$ cat src/rtl/tree_adder_pkg.sv
// Shared types and widths for the tree adder scheduler.
// State encoding and operand/sum widths live here.
package tree_adder_pkg;

  localparam int NARROW_W = 4;
  localparam int WIDE_W   = 8;
  localparam int SUM3_W   = 10;
  localparam int SUM1_W   = NARROW_W + 1;
  localparam int SUM2_W   = WIDE_W + 1;

  typedef enum logic [2:0] {
    IDLE,
    S1,
    S2,
    S3,
    DONE
  } state_e;

endpackage

$ cat src/rtl/shared_adder10.sv
// Single combinational adder reused by every phase of the scheduler.
// Inputs arrive already zero-extended to the full sum width.
module shared_adder10
  import tree_adder_pkg::*;
(
  input  logic [SUM3_W-1:0] a_i,
  input  logic [SUM3_W-1:0] b_i,
  output logic [SUM3_W-1:0] y_o
);

  assign y_o = a_i + b_i;

endmodule

$ cat src/rtl/tree_adder_scheduler.sv
// Two-requester arbiter feeding a three-step tree sum
// (a+b, c+d, then both) through one shared adder.
module tree_adder_scheduler
  import tree_adder_pkg::*;
#(
  parameter bit FAIR = 1'b1
) (
  input  logic                clk,
  input  logic                reset,
  input  logic                req0,
  input  logic                req1,
  input  logic [NARROW_W-1:0] a0,
  input  logic [NARROW_W-1:0] b0,
  input  logic [NARROW_W-1:0] a1,
  input  logic [NARROW_W-1:0] b1,
  input  logic [WIDE_W-1:0]   c0,
  input  logic [WIDE_W-1:0]   d0,
  input  logic [WIDE_W-1:0]   c1,
  input  logic [WIDE_W-1:0]   d1,
  output logic                gnt0,
  output logic                gnt1,
  output logic                busy,
  output logic                done,
  output logic                done_id,
  output logic [SUM1_W-1:0]   sum1,
  output logic [SUM2_W-1:0]   sum2,
  output logic [SUM3_W-1:0]   sum3
);

  state_e              state_q, state_d;
  logic [NARROW_W-1:0] op_a_q, op_a_d;
  logic [NARROW_W-1:0] op_b_q, op_b_d;
  logic [WIDE_W-1:0]   op_c_q, op_c_d;
  logic [WIDE_W-1:0]   op_d_q, op_d_d;
  logic                id_q, id_d;
  logic                last_id_q, last_id_d;
  logic                busy_q, busy_d;
  logic                done_q, done_d;
  logic                done_id_q, done_id_d;
  logic [SUM1_W-1:0]   sum1_q, sum1_d;
  logic [SUM2_W-1:0]   sum2_q, sum2_d;
  logic [SUM3_W-1:0]   sum3_q, sum3_d;
  logic                gnt0_c, gnt1_c;
  logic [SUM3_W-1:0]   add_a, add_b, add_y;

  // On a tie, FAIR serves whoever was not granted last.
  always_comb begin
    gnt0_c = 1'b0;
    gnt1_c = 1'b0;
    if (!reset && state_q == IDLE) begin
      if (req0 && req1) begin
        if (FAIR && !last_id_q) gnt1_c = 1'b1;
        else                    gnt0_c = 1'b1;
      end else begin
        gnt0_c = req0;
        gnt1_c = req1;
      end
    end
  end

  always_comb begin
    add_a = '0;
    add_b = '0;
    unique case (state_q)
      S1: begin
        add_a = {{(SUM3_W-NARROW_W){1'b0}}, op_a_q};
        add_b = {{(SUM3_W-NARROW_W){1'b0}}, op_b_q};
      end
      S2: begin
        add_a = {{(SUM3_W-WIDE_W){1'b0}}, op_c_q};
        add_b = {{(SUM3_W-WIDE_W){1'b0}}, op_d_q};
      end
      S3: begin
        add_a = {{(SUM3_W-SUM1_W){1'b0}}, sum1_q};
        add_b = {{(SUM3_W-SUM2_W){1'b0}}, sum2_q};
      end
      default: begin
        add_a = '0;
        add_b = '0;
      end
    endcase
  end

  shared_adder10 u_add (
    .a_i (add_a),
    .b_i (add_b),
    .y_o (add_y)
  );

  always_comb begin
    state_d   = state_q;
    op_a_d    = op_a_q;
    op_b_d    = op_b_q;
    op_c_d    = op_c_q;
    op_d_d    = op_d_q;
    id_d      = id_q;
    last_id_d = last_id_q;
    sum1_d    = sum1_q;
    sum2_d    = sum2_q;
    sum3_d    = sum3_q;
    unique case (state_q)
      IDLE: begin
        if (gnt0_c || gnt1_c) begin
          state_d   = S1;
          op_a_d    = gnt1_c ? a1 : a0;
          op_b_d    = gnt1_c ? b1 : b0;
          op_c_d    = gnt1_c ? c1 : c0;
          op_d_d    = gnt1_c ? d1 : d0;
          id_d      = gnt1_c;
          last_id_d = gnt1_c;
        end
      end
      S1: begin
        state_d = S2;
        sum1_d  = add_y[SUM1_W-1:0];
      end
      S2: begin
        state_d = S3;
        sum2_d  = add_y[SUM2_W-1:0];
      end
      S3: begin
        state_d = DONE;
        sum3_d  = add_y;
      end
      DONE: state_d = IDLE;
      default: state_d = IDLE;
    endcase
    busy_d    = (state_d != IDLE);
    done_d    = (state_d == DONE);
    done_id_d = (state_d == DONE) ? id_q : done_id_q;
  end

  always_ff @(posedge clk) begin
    if (reset) begin
      state_q   <= IDLE;
      op_a_q    <= '0;
      op_b_q    <= '0;
      op_c_q    <= '0;
      op_d_q    <= '0;
      id_q      <= 1'b0;
      last_id_q <= 1'b1;
      busy_q    <= 1'b0;
      done_q    <= 1'b0;
      done_id_q <= 1'b0;
      sum1_q    <= '0;
      sum2_q    <= '0;
      sum3_q    <= '0;
    end else begin
      state_q   <= state_d;
      op_a_q    <= op_a_d;
      op_b_q    <= op_b_d;
      op_c_q    <= op_c_d;
      op_d_q    <= op_d_d;
      id_q      <= id_d;
      last_id_q <= last_id_d;
      busy_q    <= busy_d;
      done_q    <= done_d;
      done_id_q <= done_id_d;
      sum1_q    <= sum1_d;
      sum2_q    <= sum2_d;
      sum3_q    <= sum3_d;
    end
  end

  assign gnt0    = gnt0_c;
  assign gnt1    = gnt1_c;
  assign busy    = busy_q;
  assign done    = done_q;
  assign done_id = done_id_q;
  assign sum1    = sum1_q;
  assign sum2    = sum2_q;
  assign sum3    = sum3_q;

endmodule
$ cat config.mk
export PLATFORM = sky130hd
export DESIGN_NAME = tree_adder_scheduler
export DESIGN_NICKNAME = d
export VERILOG_FILES = /design/src/rtl/tree_adder_pkg.sv /design/src/rtl/shared_adder10.sv /design/src/rtl/tree_adder_scheduler.sv
export SDC_FILE = /design/constraint.sdc
export NUM_CORES = 1
export LEC_CHECK = 0
export ABC_CLOCK_PERIOD_IN_PS = 3250
export BUFFER_PORTS_ARGS = -buffer_cell sky130_fd_sc_hd__buf_4
export CELL_PAD_IN_SITES_DETAIL_PLACEMENT = 1
export CELL_PAD_IN_SITES_GLOBAL_PLACEMENT = 2
export CORE_AREA = 2 2 103 105
export DETAILED_ROUTE_END_ITERATION = 16
export DIE_AREA = 0 0 105 107
export GPL_TIMING_DRIVEN = 1
export MAX_ROUTING_LAYER = met4
export PLACE_DENSITY = 0.9
export SETUP_SLACK_MARGIN = 0.05
export SYNTH_ARGS = -nofsm -noshare
export SYNTH_HDL_FRONTEND = slang
export SYNTH_HIERARCHICAL = 1
export SYNTH_SLANG_ARGS = --single-unit
$ cat constraint.sdc
create_clock -name clk -period 3.25 [get_ports clk]
set_input_delay 0.65 -clock clk [delete_from_list [all_inputs] [get_ports clk]]
set_output_delay 0.65 -clock clk [all_outputs]
set_load 0.05 [all_outputs]
**After elaboration in Yosys (flattened, before gate mapping)**

Index checks and enable logic that the tools add are counted.

- Flip-flop bits (word level): 56
- Bits of input ports: 52
- Logic and storage cells: 39

- Eq/ne operators: 4
- Muxes and demuxes: 14
- Reductions and logical operators: 7
- Add/sub/neg operators: 1

Operator list:

| operator | number |
|---|---|
| 9-bit case mux with 3 select lines | 1 |
| 8-bit case mux with 3 select lines | 1 |
| 8-bit two-way mux | 2 |
| 3-bit case mux with 4 select lines | 1 |
| 8-bit by 9-bit adder with 10-bit output | 1 |
| 4-bit two-way mux | 2 |
| 3-bit by 2-bit == test with 1-bit output (second input constant) | 2 |
| 1-bit two-way mux | 6 |
| 3-bit by 1-bit == test with 1-bit output (second input constant) | 1 |
| 3-bit == test (second input constant) | 1 |
| 3-bit zero test | 1 |
| 3-bit two-way mux | 1 |
| 3-bit nonzero test | 1 |
| 1-bit logical AND | 2 |
| 2-bit AND reduction | 1 |
| 1-bit zero test | 1 |
| 1-bit logical OR | 1 |

**Depth between registers and ports, before layout**

Gate-level depths: netlist of the first run.

- Depth in word-level cells: 7
- Mapped depth: 14
- Mapped depth without buffers: 12

**Cells and area by module**

The synthesis of the first run kept the hierarchy.

Modules (own cells, without submodules):

| module | times used | cells an instance | area each (um2) |
|---|---|---|---|
| tree_adder_scheduler | 1 | 311 | 2,710.1 |
| shared_adder10 | 1 | 51 | 385.4 |

**Least setup slack after synthesis of the first run**

Ideal clock, no wire load.

- Kind: register to register
- Start point: register state_q[1]
- End point: register sum2_q[8] (netlist: sum2[8])
- Stages on the path, launching flop included: 13
- Path buffers: 3
- Arrival time: 2,467 ps
- Data required time: 3,185 ps
- Slack: 718 ps
- Cell sequence: dfxtp_1 -> buf_4 -> nor3b_1 -> buf_2 -> buf_2 -> a22o_1 -> ha_1 -> a21o_1 -> a21o_1 -> a221oi_2 -> xnor2_1 -> mux2i_1 -> nor2_1

- Longest elaborated chain between the ends: 3
- Elaborated cells between the ends (all ways): 6
- Classes of those cells: add/sub: 1; eq/ne: 3; mux: 2

Ends and longest elaborated chain:

| what | line | RTL |
|---|---|---|
| start: declaration | tree_adder_scheduler.sv:30 | `state_e state_q, state_d;` |
| start signal: assignment | tree_adder_scheduler.sv:149 | `state_q <= state_d;` |
| 3-bit by 2-bit == test with 1-bit output / 3-bit by 1-bit == test with 1-bit output (equally long branches) | tree_adder_scheduler.sv:64 | `unique case (state_q)` |
| 9-bit case mux with 3 select lines (*) | tree_adder_scheduler.sv:64 |  |
| via add_b[5] | tree_adder_scheduler.sv:44 | `logic [SUM3_W-1:0] add_a, add_b, add_y;` |
| 8-bit by 9-bit adder with 10-bit output (*) | shared_adder10.sv:11 | `assign y_o = a_i + b_i;` |
| via add_y[8] | tree_adder_scheduler.sv:44 |  |
| end signal: assignment | tree_adder_scheduler.sv:160 | `sum2_q <= sum2_d;` |
| end: declaration | tree_adder_scheduler.sv:41 | `logic [SUM2_W-1:0] sum2_q, sum2_d;` |

The timed path passes the listed nets; every way through them passes the cells marked *.
A chain may end at the register's enable or synchronous reset.

**Worst setup path after layout of the first run**

- Start point: register state_q[1]
- End point: register sum2_q[7] (netlist: sum2[7])

- Longest elaborated chain between the ends: 3
- Elaborated cells between the ends (all ways): 6
- Classes of those cells: add/sub: 1; eq/ne: 3; mux: 2

Ends and longest elaborated chain:

| what | line |
|---|---|
| 3-bit by 2-bit == test with 1-bit output / 3-bit by 1-bit == test with 1-bit output (equally long branches) | tree_adder_scheduler.sv:64 |
| 8-bit case mux with 3 select lines (*) | tree_adder_scheduler.sv:64 |
| via add_a[4] | tree_adder_scheduler.sv:44 |
| 8-bit by 9-bit adder with 10-bit output (*) | shared_adder10.sv:11 |
| via add_y[7] | tree_adder_scheduler.sv:44 |

Marked as above.

==> tab_implementation.tex, run 1 <==
\begin{tabular}{lr}
\hline
Metric & Value \\
\hline
\multicolumn{2}{l}{\textbf{Run status}} \\
Status & finished clean \\
\multicolumn{2}{l}{\textbf{Route}} \\
Final routed DRC violation total & 0 \\
Via total after detailed routing & just under 3000 \\
Mean routed wirelength per cell & between 15 and 20 µm \\
Number of design-rule violations left by the first detailed-router iteration & approximately 120 \\
Via density & around 5.2 \\
Total detailed-routing wirelength & 9440 µm \\
Count of antenna-violating nets left after detailed routing & 0 \\
Number of detailed-route iterations in the first pass & 4 \\
\multicolumn{2}{l}{\textbf{Yosys}} \\
Count of warnings emitted by yosys & 6 \\
Mean cell area of the mapped netlist & 8.55 µm² \\
Synthesized instance count & around 360 \\
Seq/Total Area, Yosys & between 30 and 40\% \\
Primary flip-flop cell chosen by synthesis mapping & dfxtp\_1 \\
Post-synthesis register bit count & 56 \\
Number of enable flip-flop cells after synthesis & 0 \\
Unique masters post-synth & 47 \\
Netlist Area Pre-Place & approximately 3100 µm² \\
Share of synthesized registers carrying an async set or reset & 0\% \\
\multicolumn{2}{l}{\textbf{Timing}} \\
Final worst path period share & a little under nine tenths \\
Fin Clk Skew & roughly 0.0032 ns \\
Transition time of the tightest slew-check pin & about 0.65 ns \\
Setup violation total in the final timing report & 0 \\
Final Max Tran Viols & 0 \\
Slew HR & between 50 and 60\% \\
Fin Setup TNS & 0 ns \\
Final period demand of the worst path & roughly 2.8 ns \\
Final number of hold-violating endpoints & 0 \\
Setup repair after global routing missed its margin & no \\
Hold WS & about 0.46 ns \\
Timing-limited maximum frequency & around 0.36 GHz \\
\multicolumn{2}{l}{\textbf{Final layout}} \\
Most frequent standard cell in the layout excluding fill and tap cells & buf\_4 \\
Post-route core utilization & approximately two fifths \\
Antenna Cells & 0 \\
Final Net Count & 488 \\
Share of final-layout standard cells stronger than drive strength 1 & 27.2\% \\
Area Growth Syn to Fin & 25.0\% \\
Most used cells in the layout excluding fill and tap cells & 90 x buf\_4, 56 x dfxtp\_1, 41 x a21oi\_1 \\
Summed area of non-filler cells in the final layout & slightly below 4000 µm² \\
\multicolumn{2}{l}{\textbf{GRT}} \\
Global-route wire length before repair & roughly 16000 µm \\
GRT Residual Overflow & 0 \\
Total Routing Usage GR & between 10\% and 20\% \\
Largest net degree at the start of global routing & between 50 and 60 \\
Number of global-route vias before repair & about 3100 \\
Number of antenna violations at the first check in global routing & 0 \\
\multicolumn{2}{l}{\textbf{CTS}} \\
Setup Buffers After CTS & 0 \\
Hold Buf Count CTS & 0 \\
CTS tree & yes \\
Clock-pin slew on the worst setup and hold paths & around 0.1 ns \\
TritonCTS Buffers & 5 \\
Root Driver & clkbuf\_8 \\
Clock latency at the later pin of the worst-skew pair & 0.31 ns \\
Number of gates given a new drive strength after cts & 0 \\
H-tree level count & 2 \\
CTS Buffer Depth & 2 \\
Clock sink count & 56 \\
\multicolumn{2}{l}{\textbf{Setup path}} \\
Sort of element at the end of the critical path & flop \\
WS Path Type & reg2reg \\
Largest fanout on the critical path & 16 \\
CP startpoint kind & flop \\
Data required time at the worst endpoint & 3.44 ns \\
Arrival time of the worst setup path & about 3 ns \\
\multicolumn{2}{l}{\textbf{Power}} \\
Power per cell area & 452 nW/µm² \\
Worst voltage drop across the vdd grid & 0.217 mV \\
Final total power & $\sim$1.7 mW \\
Leakage & approximately 1.6 nW \\
\multicolumn{2}{l}{\textbf{Placement}} \\
Post-placement cell area & $\sim$3800 µm² \\
Count of input and output buffers & 80 \\
Routability congestion estimate & roughly 0.86 \\
Final HPWL DP & 7040 µm \\
\multicolumn{2}{l}{\textbf{Floorplanning}} \\
Area of the die & around 11000 µm² \\
Effective utilization at floorplan & 30.7\% \\
Core Box Area & between 10000 and 15000 µm² \\
Vertical die dimension & roughly 110 µm \\
Die Wd & approximately 110 µm \\
IO Pins & 81 \\
Number of standard-cell rows in the floorplan & 37 \\
\multicolumn{2}{l}{\textbf{Worst hold path}} \\
Worst Hold Class & reg2reg \\
\multicolumn{2}{l}{\textbf{Job}} \\
Max\_cap viols & 0 \\
\hline
\end{tabular}
-- worst max-delay path: stages, from the launching register on --
cell      delay (ns)
dfxtp_1         0.34
buf_4           0.24
nor3b_2         0.45
buf_4           0.27
a22o_1          0.18
ha_1            0.23
nand3_1         0.10
o211ai_1        0.32
a31oi_1         0.16
xnor2_1         0.16
mux2i_1         0.14
nor2_1          0.05
-- per-stage QoR --
stage | setup slack (ns) | instances
final | 0.471 | 563
after CTS | 0.456 | 563
after global placement | 0.546 | 555
after floorplan | 0.718 | 364
after detailed placement | 0.478 | 555
after global routing | 0.196 | 563
-- report_power, final --
part           switching (mW)  internal, mW  total [mW]
combinational           0.297         0.198       0.495
clock                   0.238         0.233       0.471
sequential             0.0419         0.741       0.783
total                   0.577          1.17        1.75
-- per-layer routing --
metal | vias to the layer above | share of wire (%) | wire (µm) | track usage [%]
met5 | - | 0 | 0 | -
met3 | 8 | 3.7 | 349 | 2.74
met4 | 0 | 1.1 | 105 | 4.76
li1 | 1439 | - | - | -
met1 | 1426 | 46 | 4360 | 22.7
met2 | 62 | 49 | 4630 | 29.6
-- path summary, 6_finish.rpt --
kind / start / end / slack (ns) / cells past startpoint
setup / recovery: state_q[1]$_SDFF_PP0_ / sum2[7]$_SDFFE_PP0N_ / 0.47 / 11
hold / removal: done_id$_SDFFE_PP0N_ / done_id$_SDFFE_PP0N_ / 0.46 / 2
setup reg to reg: state_q[1]$_SDFF_PP0_ / sum2[7]$_SDFFE_PP0N_ / 0.47 / 11
hold reg to reg: done_id$_SDFFE_PP0N_ / done_id$_SDFFE_PP0N_ / 0.46 / 2
-- logic make-up (layout without fill, tap and decap cells) --
group                    count (synthesis)  in the layout  share of synthesized area, %
adder cells (fa/ha/maj)                 10             10                          4.28
XOR/XNOR                                10             10                          2.83
buffers and inverters                   43            106                          7.60
AND/OR/NAND/NOR                        103            103                          17.1
other                                    1              3                         0.121
AO/OA/AOI/OAI                          117            117                          24.5
multiplexers                            22             22                          7.44
flip-flops                              56             56                          36.2
-- synth_stat cells (all sizes together), types with 8 or more instances --
library cell	instances	area, µm²
o21ai	26	130
mux2i	14	140
clkbuf	14	53.8
a22oi	8	60.1
nand3	29	145
xnor2	8	70.1
mux2	8	90.1
inv	8	30.0
a21oi	41	205
a311oi	24	210
dfxtp	56	1120
nand2	24	90.1
ha	9	113
buf	21	151
nor2	33	156
-- sequential cells by signal, summed over array words and instances, names as in the netlist --
register,flops
sum3,10
sum2,9
op_c_q,8
op_d_q,8
sum1,5
op_a_q,4
op_b_q,4
state_q,3
busy,1
done,1
done_id,1
id_q,1
last_id_q,1
-- cell type report --
cell class / count / area (µm²)
Fill cell: 1263 / 6220
Multi-Input combinational cell: 265 / 1760
Sequential cell: 56 / 1120
Timing Repair Buffer: 90 / 676
Tap cell: 136 / 170
Clock buffer: 5 / 68.8
Clock inverter: 3 / 47.5
Inverter: 8 / 30.0
(Power assumes the default switching activity.)
==> inputs of run 2 (changes only) <==
--- a/config.mk
+++ b/config.mk
@@ -5,7 +5,7 @@
 export SDC_FILE = /design/constraint.sdc
 export NUM_CORES = 1
 export LEC_CHECK = 0
-export ABC_CLOCK_PERIOD_IN_PS = 3250
+export ABC_CLOCK_PERIOD_IN_PS = 3120
 export BUFFER_PORTS_ARGS = -buffer_cell sky130_fd_sc_hd__buf_4
 export CELL_PAD_IN_SITES_DETAIL_PLACEMENT = 1
 export CELL_PAD_IN_SITES_GLOBAL_PLACEMENT = 2
@@ -15,6 +15,7 @@
 export GPL_TIMING_DRIVEN = 1
 export MAX_ROUTING_LAYER = met4
 export PLACE_DENSITY = 0.9
+export RECOVER_POWER = 100
 export SETUP_SLACK_MARGIN = 0.05
 export SYNTH_ARGS = -nofsm -noshare
 export SYNTH_HDL_FRONTEND = slang
==> constraint.sdc (replaced) <==
create_clock -name clk -period 3.12 [get_ports clk]
set_input_delay 0.624 -clock clk [delete_from_list [all_inputs] [get_ports clk]]
set_output_delay 0.624 -clock clk [all_outputs]
set_load 0.05 [all_outputs]
==> run 2 against run 1 <==
Against the previous run: non-clock buffer count decreased by 2; core utilization fell by 1.6 points; wire length fell by 0.16%; critical endpoint is now sum2[8]$_SDFFE_PP0N_; highest routed layer unchanged.
==> tab_implementation.tex, run 2 (same netlist as run 1, synthesis figures left out) <==
\begin{tabular}{lr}
\hline
Metric & Value \\
\hline
\multicolumn{2}{l}{\textbf{Setup path}} \\
Highest-delay cell along the critical path & nor3b\_2 \\
CP startpoint kind & flop \\
Levels on crit path & 9 \\
Data required time at the worst endpoint & between 3 and 4 ns \\
Worst setup endpoint & sum2[8]\$\_SDFFE\_PP0N\_ \\
RR Endpoint & sum2[8]\$\_SDFFE\_PP0N\_ \\
Launch instance of the worst register-to-register path & state\_q[1]\$\_SDFF\_PP0\_ \\
Start point of the critical path & state\_q[1]\$\_SDFF\_PP0\_ \\
Top cell family by delay on the critical path & simple AND/OR/NAND/NOR gates \\
Largest fanout on the critical path & 11 \\
Cells on worst reg2reg path & 9 \\
WS Path Type & reg2reg \\
List of cells traversed by the critical path & nor3b\_2, buf\_4, and2\_1, ha\_1, a21o\_1, a221oi\_2, xnor2\_1, mux2i\_1, nor2\_1 \\
Arrival time of the worst setup path & 2.92 ns \\
Setup slack of the worst register-to-register path & 0.36 ns \\
Worst path max stage delay & 0.53 ns \\
Sort of element at the end of the critical path & flop \\
Buffer and inverter count on the worst path & 1 \\
\multicolumn{2}{l}{\textbf{Timing}} \\
Final period demand of the worst path & roughly 2.8 ns \\
Fin Clk Skew & between 0.009 and 0.01 ns \\
Min setup slack post-route & roughly 0.36 ns \\
Setup violation total in the final timing report & 0 \\
Setup repair after global routing missed its margin & no \\
Final worst path period share & between 80\% and 90\% \\
Final number of hold-violating endpoints & 0 \\
Slew HR & 28.8\% \\
Final Max Tran Viols & 0 \\
Timing-limited maximum frequency & around 0.36 GHz \\
Fin Setup TNS & 0 ns \\
Transition time of the tightest slew-check pin & about 1.1 ns \\
\multicolumn{2}{l}{\textbf{Route}} \\
Final routed DRC violation total & 0 \\
Mean routed wirelength per cell & 16.8 µm \\
Number of detailed-route iterations in the first pass & 4 \\
Number of design-rule violations left by the first detailed-router iteration & between 100 and 150 \\
Via total after detailed routing & 2891 \\
Total detailed-routing wirelength & 9430 µm \\
Via density & 5.15 \\
Count of antenna-violating nets left after detailed routing & 0 \\
\multicolumn{2}{l}{\textbf{CTS}} \\
TritonCTS Buffers & 5 \\
Clock sink count & 56 \\
H-tree level count & 2 \\
CTS tree & yes \\
Clock-pin slew on the worst setup and hold paths & 0.10 ns \\
CTS Buffer Depth & 2 \\
Root Driver & clkbuf\_8 \\
Clock latency at the later pin of the worst-skew pair & 0.32 ns \\
\multicolumn{2}{l}{\textbf{GRT}} \\
Number of global-route vias before repair & a little over 3000 \\
Number of antenna violations at the first check in global routing & 0 \\
Busiest grt layer & met2 \\
GRT Residual Overflow & 0 \\
Largest net degree at the start of global routing & 55 \\
Global-route wire length before repair & between 15000 and 20000 µm \\
Total Routing Usage GR & between 10\% and 20\% \\
Global-route met3 utilization & around 3.5\% \\
Met1 Use GR & between 20 and 25\% \\
Global routing usage on met2 & 28.1\% \\
\multicolumn{2}{l}{\textbf{Power}} \\
Leakage & approximately 1.4 nW \\
Final total power & $\sim$1.7 mW \\
Internal & between 1 and 1.5 mW \\
Worst voltage drop across the vdd grid & approximately 0.28 mV \\
Part of the total power dissipated in sequential elements & 47.9\% \\
Power per cell area & $\sim$470 nW/µm² \\
Switching part of the total power & 33.8\% \\
Power share of the combinational group & between 20 and 30\% \\
Power spent charging and discharging nets & roughly 0.6 mW \\
Clock share of power & a little under a quarter \\
\multicolumn{2}{l}{\textbf{Final layout}} \\
Most frequent standard cell in the layout excluding fill and tap cells & buf\_4 \\
Post-route core utilization & between 30\% and 40\% \\
Final Net Count & roughly 490 \\
Number of inserted filler cells in the final layout & approximately 1300 \\
Flip-flop count of the largest register after layout & 10 \\
Share of final-layout standard cells stronger than drive strength 1 & around a fifth \\
Most used cells in the layout excluding fill and tap cells & 56 x buf\_4, 53 x dfxtp\_1, 41 x a21oi\_1 \\
Area Growth Syn to Fin & 19.7\% \\
Antenna Cells & 0 \\
\multicolumn{2}{l}{\textbf{Placement}} \\
Routability congestion estimate & approximately 0.87 \\
Count of input and output buffers & 80 \\
Minimum setup slack after placement & about 0.19 ns \\
Final HPWL DP & 7000 µm \\
\multicolumn{2}{l}{\textbf{Floorplanning}} \\
IO Pins & about 80 \\
Number of standard-cell rows in the floorplan & 37 \\
Core Box Area & about 10000 µm² \\
Effective utilization at floorplan & a little under a third \\
Vertical die dimension & around 110 µm \\
Die Wd & between 100 and 150 µm \\
Area of the die & between 10000 and 15000 µm² \\
\multicolumn{2}{l}{\textbf{Job}} \\
Max\_cap viols & 0 \\
\multicolumn{2}{l}{\textbf{Worst hold path}} \\
Worst Hold Class & reg2reg \\
\multicolumn{2}{l}{\textbf{Run status}} \\
Status & finished clean \\
\hline
\end{tabular}
run 2: final cells by class:
type	count	area (µm²)	share of cell area, %
Clock buffer	7	86.3	2.33
Multi-Input combinational cell	265	1740	47.0
Sequential cell	56	1120	30.4
Inverter	8	30.0	0.810
Tap cell	136	170	4.59
Clock inverter	1	7.51	0.203
Timing Repair Buffer	88	544	14.7
run 2: worst min-delay path by stage:
| stage | depth (start not counted) | endpoint | start | slack [ns] |
|---|---|---|---|---|
| 6_report | 2 | sum3[7]$_SDFFE_PP0P_ | sum3[7]$_SDFFE_PP0P_ | 0.46 |
| 5_1_grt | 2 | sum3[7]$_SDFFE_PP0P_ | sum3[7]$_SDFFE_PP0P_ | 0.48 |
| 4_1_cts | 2 | sum3[5]$_SDFFE_PP0P_ | sum3[5]$_SDFFE_PP0P_ | 0.46 |
| 3_5_place_dp | 2 | sum3[5]$_SDFFE_PP0P_ | sum3[5]$_SDFFE_PP0P_ | 0.45 |
| 3_3_place_gp | 2 | sum3[2]$_SDFFE_PP0P_ | sum3[2]$_SDFFE_PP0P_ | 0.45 |
| 2_1_floorplan | 2 | done_id$_SDFFE_PP0N_ | id_q$_SDFFE_PP0P_ | 0.43 |
run 2: worst min-delay path: stages (launching register included):
cell and delay, ns:
dfxtp_1 0.32, nand2_1 0.05, a21oi_1 0.05
run 2: metrics by stage:
step	hold slack, ns	cells	cell area [µm²]
2_1_floorplan	0.432	364	3100
3_3_place_gp	0.446	553	3740
3_5_place_dp	0.449	553	3740
4_1_cts	0.462	561	3830
5_1_grt	0.484	561	3710
6_report	0.457	561	3710
run 2: routing by layer:
layer / vias up / routed length, µm
li1: 1434 / -
met1: 1384 / 4480
met2: 60 / 4430
met3: 13 / 364
met4: 0 / 150
met5: - / 0
run 2: repair_timing:
item                                   in CTS  in global routing
endpoints found under the hold margin       0                  0
hold buffers                                0                  0
resized for setup                           0                  4
setup buffers                               0                  0
setup endpoints to repair                   0                 10
run 2: power groups by stage:
stage	Sequential, mW	Combinational (mW)	Clock [mW]
final	0.829	0.486	0.416
after global routing	0.837	0.533	0.465
after CTS	0.828	0.501	0.429
after detailed placement	0.844	0.500	0
after global placement	0.841	0.488	0
after floorplan	0.839	0.367	0
